**src/rtl/mp_add_pkg.sv**
```systemverilog
// Shared definitions for the word-serial multi-precision adder.
package mp_add_pkg;

  // Width of the single shared adder datapath
  localparam int unsigned WORD_W = 16;

  // Sequencer states
  typedef enum logic [1:0] {
    IDLE = 2'd0,
    RUN  = 2'd1,
    DONE = 2'd2
  } state_e;

  // Width of the word index counter for a given word count
  function automatic int unsigned idx_w(input int unsigned nwords);
    return (nwords <= 2) ? 1 : $clog2(nwords);
  endfunction

endpackage

```
**src/rtl/mp_add_seq_if.sv**
```systemverilog
// Request/result handshake bundle for mp_add_seq.
// op_sub only exists when SUBTRACT_EN is defined.
interface mp_add_seq_if #(
  parameter int unsigned NWORDS = 4
);
  localparam int unsigned OP_W = mp_add_pkg::WORD_W * NWORDS;

  logic            in_valid;
  logic            in_ready;
  logic [OP_W-1:0] op_a;
  logic [OP_W-1:0] op_b;
  logic            cin;
`ifdef SUBTRACT_EN
  logic            op_sub;
`endif
  logic            out_valid;
  logic            out_ready;
  logic [OP_W-1:0] sum;
  logic            cout;
  logic            ovf;

  // Requester / result consumer side
  modport master (
    output in_valid, op_a, op_b, cin,
`ifdef SUBTRACT_EN
    output op_sub,
`endif
    output out_ready,
    input  in_ready, out_valid, sum, cout, ovf
  );

  // Adder block side
  modport slave (
    input  in_valid, op_a, op_b, cin,
`ifdef SUBTRACT_EN
    input  op_sub,
`endif
    input  out_ready,
    output in_ready, out_valid, sum, cout, ovf
  );

endinterface

```
**src/rtl/manchester_adder.sv**
```systemverilog
// Manchester carry-chain adder, W bits, purely combinational.
module manchester_adder #(
  parameter int unsigned W = 16
) (
  input  logic [W-1:0] A,
  input  logic [W-1:0] B,
  input  logic         Cin,
  output logic [W-1:0] Sum,
  output logic         Cout
);

  logic [W-1:0] gen;
  logic [W-1:0] prop;
  logic [W:0]   chain;

  assign gen  = A & B;
  assign prop = A ^ B;

  // Ripple the carry through the generate/propagate chain
  always_comb begin
    logic [W:0] c;
    c    = '0;
    c[0] = Cin;
    for (int i = 0; i < int'(W); i++) begin
      c[i+1] = gen[i] | (prop[i] & c[i]);
    end
    chain = c;
  end

  assign Sum  = prop ^ chain[W-1:0];
  assign Cout = chain[W];

endmodule

```
**src/rtl/mp_add_seq.sv**
```systemverilog
// mp_add_seq: word-serial multi-precision adder, one WORD_W slice per cycle
// through a single shared adder. Optional subtract mode: SUBTRACT_EN.
module mp_add_seq
  import mp_add_pkg::*;
#(
  parameter int unsigned NWORDS = 4
) (
  input  logic         clk,
  input  logic         rst,
  mp_add_seq_if.slave  bus
);

  localparam int unsigned WORD_W = mp_add_pkg::WORD_W;
  localparam int unsigned OP_W   = WORD_W * NWORDS;
  localparam int unsigned IDX_W  = idx_w(NWORDS);

  localparam logic [1:0] ST_IDLE = 2'(IDLE);
  localparam logic [1:0] ST_RUN  = 2'(RUN);
  localparam logic [1:0] ST_DONE = 2'(DONE);

  logic [1:0]        state_q;
  logic [1:0]        state_d;
  logic [IDX_W-1:0]  idx_q;
  logic              carry_q;
  logic [OP_W-1:0]   a_q;
  logic [OP_W-1:0]   b_q;
  logic [OP_W-1:0]   sum_q;
  logic              cout_q;
  logic              ovf_q;
  logic              out_valid_q;
  logic              in_ready_q;

  logic              sub_c;
  logic              last_c;
  logic [WORD_W-1:0] a_word_c;
  logic [WORD_W-1:0] b_word_c;
  logic [WORD_W-1:0] add_sum_c;
  logic              add_cout_c;
  logic              ovf_c;

`ifdef SUBTRACT_EN
  assign sub_c = bus.op_sub;
`else
  assign sub_c = 1'b0;
`endif

  assign last_c = (idx_q == IDX_W'(NWORDS - 1));

  // Select the current word slice of both latched operands
  always_comb begin
    a_word_c = '0;
    b_word_c = '0;
    for (int i = 0; i < int'(NWORDS); i++) begin
      if (idx_q == IDX_W'(i)) begin
        a_word_c = a_q[i*WORD_W +: WORD_W];
        b_word_c = b_q[i*WORD_W +: WORD_W];
      end
    end
  end

  // Single shared datapath; carry between words only via carry_q
  manchester_adder #(
    .W (WORD_W)
  ) u_adder (
    .A    (a_word_c),
    .B    (b_word_c),
    .Cin  (carry_q),
    .Sum  (add_sum_c),
    .Cout (add_cout_c)
  );

  // Signed overflow, meaningful only on the most significant word
  assign ovf_c = (a_word_c[WORD_W-1] == b_word_c[WORD_W-1]) &&
                 (add_sum_c[WORD_W-1] != a_word_c[WORD_W-1]);

  // State register
  always_ff @(posedge clk) begin
    if (rst) state_q <= ST_IDLE;
    else     state_q <= state_d;
  end

  // Next-state logic
  always_comb begin
    state_d = state_q;
    case (state_q)
      ST_IDLE: if (bus.in_valid)  state_d = ST_RUN;
      ST_RUN:  if (last_c)        state_d = ST_DONE;
      ST_DONE: if (bus.out_ready) state_d = ST_IDLE;
      default:                    state_d = ST_IDLE;
    endcase
  end

  // Operand latch, per-word accumulation and registered handshake outputs
  always_ff @(posedge clk) begin
    if (rst) begin
      idx_q       <= '0;
      carry_q     <= 1'b0;
      a_q         <= '0;
      b_q         <= '0;
      sum_q       <= '0;
      cout_q      <= 1'b0;
      ovf_q       <= 1'b0;
      out_valid_q <= 1'b0;
      in_ready_q  <= 1'b1;
    end else begin
      case (state_q)
        ST_IDLE: begin
          if (bus.in_valid) begin
            a_q        <= bus.op_a;
            b_q        <= sub_c ? ~bus.op_b : bus.op_b;
            carry_q    <= sub_c ? 1'b1 : bus.cin;
            idx_q      <= '0;
            in_ready_q <= 1'b0;
          end
        end
        ST_RUN: begin
          for (int i = 0; i < int'(NWORDS); i++) begin
            if (idx_q == IDX_W'(i)) sum_q[i*WORD_W +: WORD_W] <= add_sum_c;
          end
          carry_q <= add_cout_c;
          if (last_c) begin
            idx_q       <= '0;
            cout_q      <= add_cout_c;
            ovf_q       <= ovf_c;
            out_valid_q <= 1'b1;
          end else begin
            idx_q <= idx_q + IDX_W'(1);
          end
        end
        ST_DONE: begin
          if (bus.out_ready) begin
            out_valid_q <= 1'b0;
            in_ready_q  <= 1'b1;
          end
        end
        default: begin
          out_valid_q <= 1'b0;
          in_ready_q  <= 1'b1;
        end
      endcase
    end
  end

  assign bus.in_ready  = in_ready_q;
  assign bus.out_valid = out_valid_q;
  assign bus.sum       = sum_q;
  assign bus.cout      = cout_q;
  assign bus.ovf       = ovf_q;

endmodule

```
**src/flat_wrapper.sv**
```systemverilog
// flat-port wrapper written by rule: the top's interface ports become plain ports
module mp_add_seq_flat import mp_add_pkg::*;
#(
  parameter int unsigned NWORDS = 4
)
  (clk, rst, bus_in_valid, bus_op_a, bus_op_b, bus_cin, bus_out_ready, bus_in_ready, bus_out_valid, bus_sum, bus_cout, bus_ovf);
  mp_add_seq_if #(.NWORDS(NWORDS)) bus_i ();
  input  logic clk;
  input  logic rst;
  input wire logic [$bits(bus_i.in_valid)-1:0] bus_in_valid;
  input wire logic [$bits(bus_i.op_a)-1:0] bus_op_a;
  input wire logic [$bits(bus_i.op_b)-1:0] bus_op_b;
  input wire logic [$bits(bus_i.cin)-1:0] bus_cin;
  input wire logic [$bits(bus_i.out_ready)-1:0] bus_out_ready;
  output wire logic [$bits(bus_i.in_ready)-1:0] bus_in_ready;
  output wire logic [$bits(bus_i.out_valid)-1:0] bus_out_valid;
  output wire logic [$bits(bus_i.sum)-1:0] bus_sum;
  output wire logic [$bits(bus_i.cout)-1:0] bus_cout;
  output wire logic [$bits(bus_i.ovf)-1:0] bus_ovf;
  assign bus_i.in_valid = bus_in_valid;
  assign bus_i.op_a = bus_op_a;
  assign bus_i.op_b = bus_op_b;
  assign bus_i.cin = bus_cin;
  assign bus_i.out_ready = bus_out_ready;
  assign bus_in_ready = bus_i.in_ready;
  assign bus_out_valid = bus_i.out_valid;
  assign bus_sum = bus_i.sum;
  assign bus_cout = bus_i.cout;
  assign bus_ovf = bus_i.ovf;
  mp_add_seq #(.NWORDS(NWORDS)) u_core (.clk(clk), .rst(rst), .bus(bus_i));
endmodule
```
**config.mk**
```make
export PLATFORM = sky130hd
export DESIGN_NAME = mp_add_seq_flat
export DESIGN_NICKNAME = d
export VERILOG_FILES = /design/src/rtl/mp_add_pkg.sv /design/src/rtl/mp_add_seq_if.sv /design/src/rtl/manchester_adder.sv /design/src/rtl/mp_add_seq.sv /design/src/flat_wrapper.sv
export SDC_FILE = /design/constraint.sdc
export NUM_CORES = 1
export LEC_CHECK = 0
export BUFFER_PORTS_ARGS = -buffer_cell sky130_fd_sc_hd__buf_2
export CAP_MARGIN = 0
export CELL_PAD_IN_SITES_DETAIL_PLACEMENT = 1
export CELL_PAD_IN_SITES_GLOBAL_PLACEMENT = 1
export CORE_MARGIN = 3
export CORE_UTILIZATION = 40
export DETAILED_ROUTE_END_ITERATION = 10
export PLACE_DENSITY_LB_ADDON = 0.1
export SYNTH_ARGS = -nofsm -noshare
export SYNTH_HDL_FRONTEND = slang
export SYNTH_SLANG_ARGS = --single-unit
```
**constraint.sdc**
```tcl
create_clock -name clk -period 24.1 [get_ports clk]
set_input_delay 4.82 -clock clk [delete_from_list [all_inputs] [get_ports clk]]
set_output_delay 4.82 -clock clk [all_outputs]
set_load 0.1 [all_outputs]
```
==> out/qor.json <==
{
  "clk_root_buf": "sky130_fd_sc_hd__clkbuf_16",
  "synth_top_family_by_area": "simple AND/OR/NAND/NOR gates",
  "dieHeight_um": 152,
  "synth.distinct_cells": 34,
  "numCtsBuffers": 23,
  "fin_crit_sh": 0.338,
  "wire_per_inst_um": 17.5,
  "cp_num_buf_inv": 3,
  "synth.avg_cell_area_um2": 8.12,
  "synth_top_cell_by_area": "sky130_fd_sc_hd__dfxtp_1",
  "crit_family": "adder cells",
  "relSlewSlack": 0.300,
  "number_of_sinks_driven_by_the_clock_tree": 201,
  "leading_register_cell_type_out_of_synthesis": "sky130_fd_sc_hd__dfxtp_1",
  "grtUsageTotal": 0.214,
  "final_common_cell": "sky130_fd_sc_hd__nand2_1",
  "crit_slowest_cell": "sky130_fd_sc_hd__fa_1",
  "crit_path_max_incr_delay_ns": 0.50,
  "grt_remaining_overflow": 0,
  "die_width_um": 152,
  "share_of_the_synthesized_area_in_the_top_cell_type": 0.471,
  "timing_worst_slew_pin_value_ns": 1.05,
  "final-instance-count-excl-fill": 1480,
  "area_growth_syn_to_layout_pct": 18.8,
  "yosysSeqAreaShare": 0.471,
  "maxClockFrequency_ghz": 0.123,
  "antenna_found_initial": 0,
  "maxSlewViolCount": 0,
  "layout.nets": 1349,
  "path_class": "reg -> reg",
  "final_layout_size_suffix_gt1_frac": 0.212,
  "synth_warnings": 0,
  "global_route_wire_length_before_repair_um": 40700,
  "cp_max_fo": 66,
  "vias_per_cell": 5.09,
  "power-per-cell-area_mw_per_mm2": 81.7,
  "route.vias.total": 7535,
  "number_of_inserted_filler_cells_in_the_final_layout": 2559,
  "async_flop_share": 0,
  "synth_area_in_simple_gates": 0.230,
  "antenna_left": 0,
  "initial_utilization": 0.414,
  "layout.cells.most_common_list": "310 x sky130_fd_sc_hd__nand2_1, 201 x sky130_fd_sc_hd__dfxtp_1, 199 x sky130_fd_sc_hd__buf_2",
  "worst-endpoint-arrival_ns": 8.56,
  "drt_wl_total_um": 25900,
  "synth-edff-count": 0,
  "antenna_cells_inserted": 0,
  "post-dp-hpwl_um": 18100,
  "syn_nets": 1206,
  "cts-root-to-sink-buffers": 3,
  "timing.final.crit_period_ns": 8.15,
  "synthesis.area_mm2": 0.00854,
  "std_cell_rows": 52,
  "drcViolationCount": 0,
  "max_cap_viol_count": 0,
  "hold_path.class": "reg -> reg",
  "ys_ff_latch": 201,
  "clk_pin_slew_ns": 0.06,
  "finalPower_uw": 829,
  "timing.final.hold_violations": 0,
  "grt_start_max_net_pins": 124,
  "gpl.final_weighted_congestion": 0.766,
  "crit_path_top_cell_by_count": "sky130_fd_sc_hd__fa_1",
  "cts_hold_buffers": 0,
  "vdd_ir_drop_max_uv": 39.5,
  "finalSetupViolations": 0,
  "xor_xnor_portion_of_the_synthesized_cell_area": 0.00103,
  "cts_tree": "yes",
  "yosys.area_share.adder": 0.0448,
  "grt_setup_unrepaired": "false",
  "clock-skew-final_ns": 0.0137,
  "drt_iter0_drcs": 388,
  "stdcell_area_mm2": 0.0101,
  "cts_resized": 0,
  "synth_area_leaders": "sky130_fd_sc_hd__dfxtp_1 47%, sky130_fd_sc_hd__nand2_1 14%, sky130_fd_sc_hd__a21oi_1 11%, sky130_fd_sc_hd__a211oi_1 4.3%, sky130_fd_sc_hd__fa_1 3.8%",
  "cts_setup_buffers": 0,
  "crit_path_start_kind": "register",
  "place_inst": 1440,
  "htree_num_levels": 1,
  "grt_pass1_vias": 7469,
  "placement.cell_area_mm2": 0.00943,
  "clk_latency_ns": 0.50,
  "outcome": "completed",
  "ios": 201,
  "fp.coreArea_mm2": 0.0206,
  "leakagePower_nw": 4.08,
  "design.die.area_mm2": 0.0231,
  "dr.pass1.iters": 5,
  "crit_path_end_kind": "register",
  "io_buf_count": 200,
  "synthMuxAreaShare": 0,
  "cp.required_ns": 24.51,
  "synthCells": 1052,
  "synth-compound-area-share": 0.188,
  "setup_total_negative_slack_ns": 0
}
[logic make-up after synthesis]
group	count (synthesis)
adder cells (fa/ha/maj)	21
buffers and inverters	94
AO/OA/AOI/OAI	274
AND/OR/NAND/NOR	461
flip-flops	201
XOR/XNOR	1
[cell usage after synthesis (all sizes together) (5+ instances only)]
library cell,n
dfxtp,201
ha,5
buf,46
nor2b,50
a221oi,24
clkbuf,44
o21ai,7
fa,16
a211oi,50
nand3b,9
a21oi,189
nor2,56
nand2,310
nor3,26
[routing by layer]
metal / GRT usage / up-vias / routed length (um)
met5: 0 / - / 0
met3: 0.0279 / 31 / 1090
met4: 0.0415 / 0 / 417
met1: 0.321 / 3516 / 13000
li1: - / 3809 / -
met2: 0.332 / 179 / 11500
[worst min-delay path, delay by kind of cell, from the launching register on]
kind             cells  cell delay (ns)
flip-flops           1             0.30
AO/OA/AOI/OAI        1             0.05
AND/OR/NAND/NOR      1             0.05
[flip-flops by register name, indices dropped and copies added, names as in the netlist]
name / count
u_core.b_q: 64
u_core.bus.ovf: 1
u_core.bus.sum: 64
u_core.bus.cout: 1
u_core.bus.out_valid: 1
u_core.idx_q: 2
u_core.bus.in_ready: 1
u_core.carry_q: 1
u_core.a_q: 64
u_core.state_q: 2
[area by class of cell]
type,count,area (um2),area share
sequential,201,4020,0.397
inverter,4,15.0,0.00148
timing repair buffer,208,1070,0.105
clock buffer,33,653,0.0644
tap,270,338,0.0333
multi-input combinational,757,3990,0.393
clock inverter,7,63.8,0.00629
[path summary, 6_finish.rpt]
path | from | to | slack [ns] | cells past startpoint
max reg2reg | u_core.idx_q[0]$_SDFFE_PP0P_ | u_core.bus.ovf$_SDFFE_PP0P_ | 15.95 | 26
min | u_core.b_q[13]$_SDFFE_PP0P_ | u_core.b_q[13]$_SDFFE_PP0P_ | 0.45 | 2
min reg2reg | u_core.b_q[13]$_SDFFE_PP0P_ | u_core.b_q[13]$_SDFFE_PP0P_ | 0.45 | 2
max | u_core.idx_q[0]$_SDFFE_PP0P_ | u_core.bus.ovf$_SDFFE_PP0P_ | 15.95 | 26
[power breakdown]
group          leakage, nW  internal (mW)  switching, mW
combinational         2.08         0.0390         0.0966
clock                0.357          0.198          0.134
sequential            1.64          0.350         0.0109
[stage by stage]
stage	utilization	hold slack, ns	setup slack [ns]
floorplan	-	0.432	16.50
global route	0.492	0.471	15.37
finish	0.492	0.451	15.95
CTS	0.492	0.450	15.96
detailed placement	0.457	0.442	15.98
global placement	0.457	0.440	16.09
(Power assumes the default switching activity.)
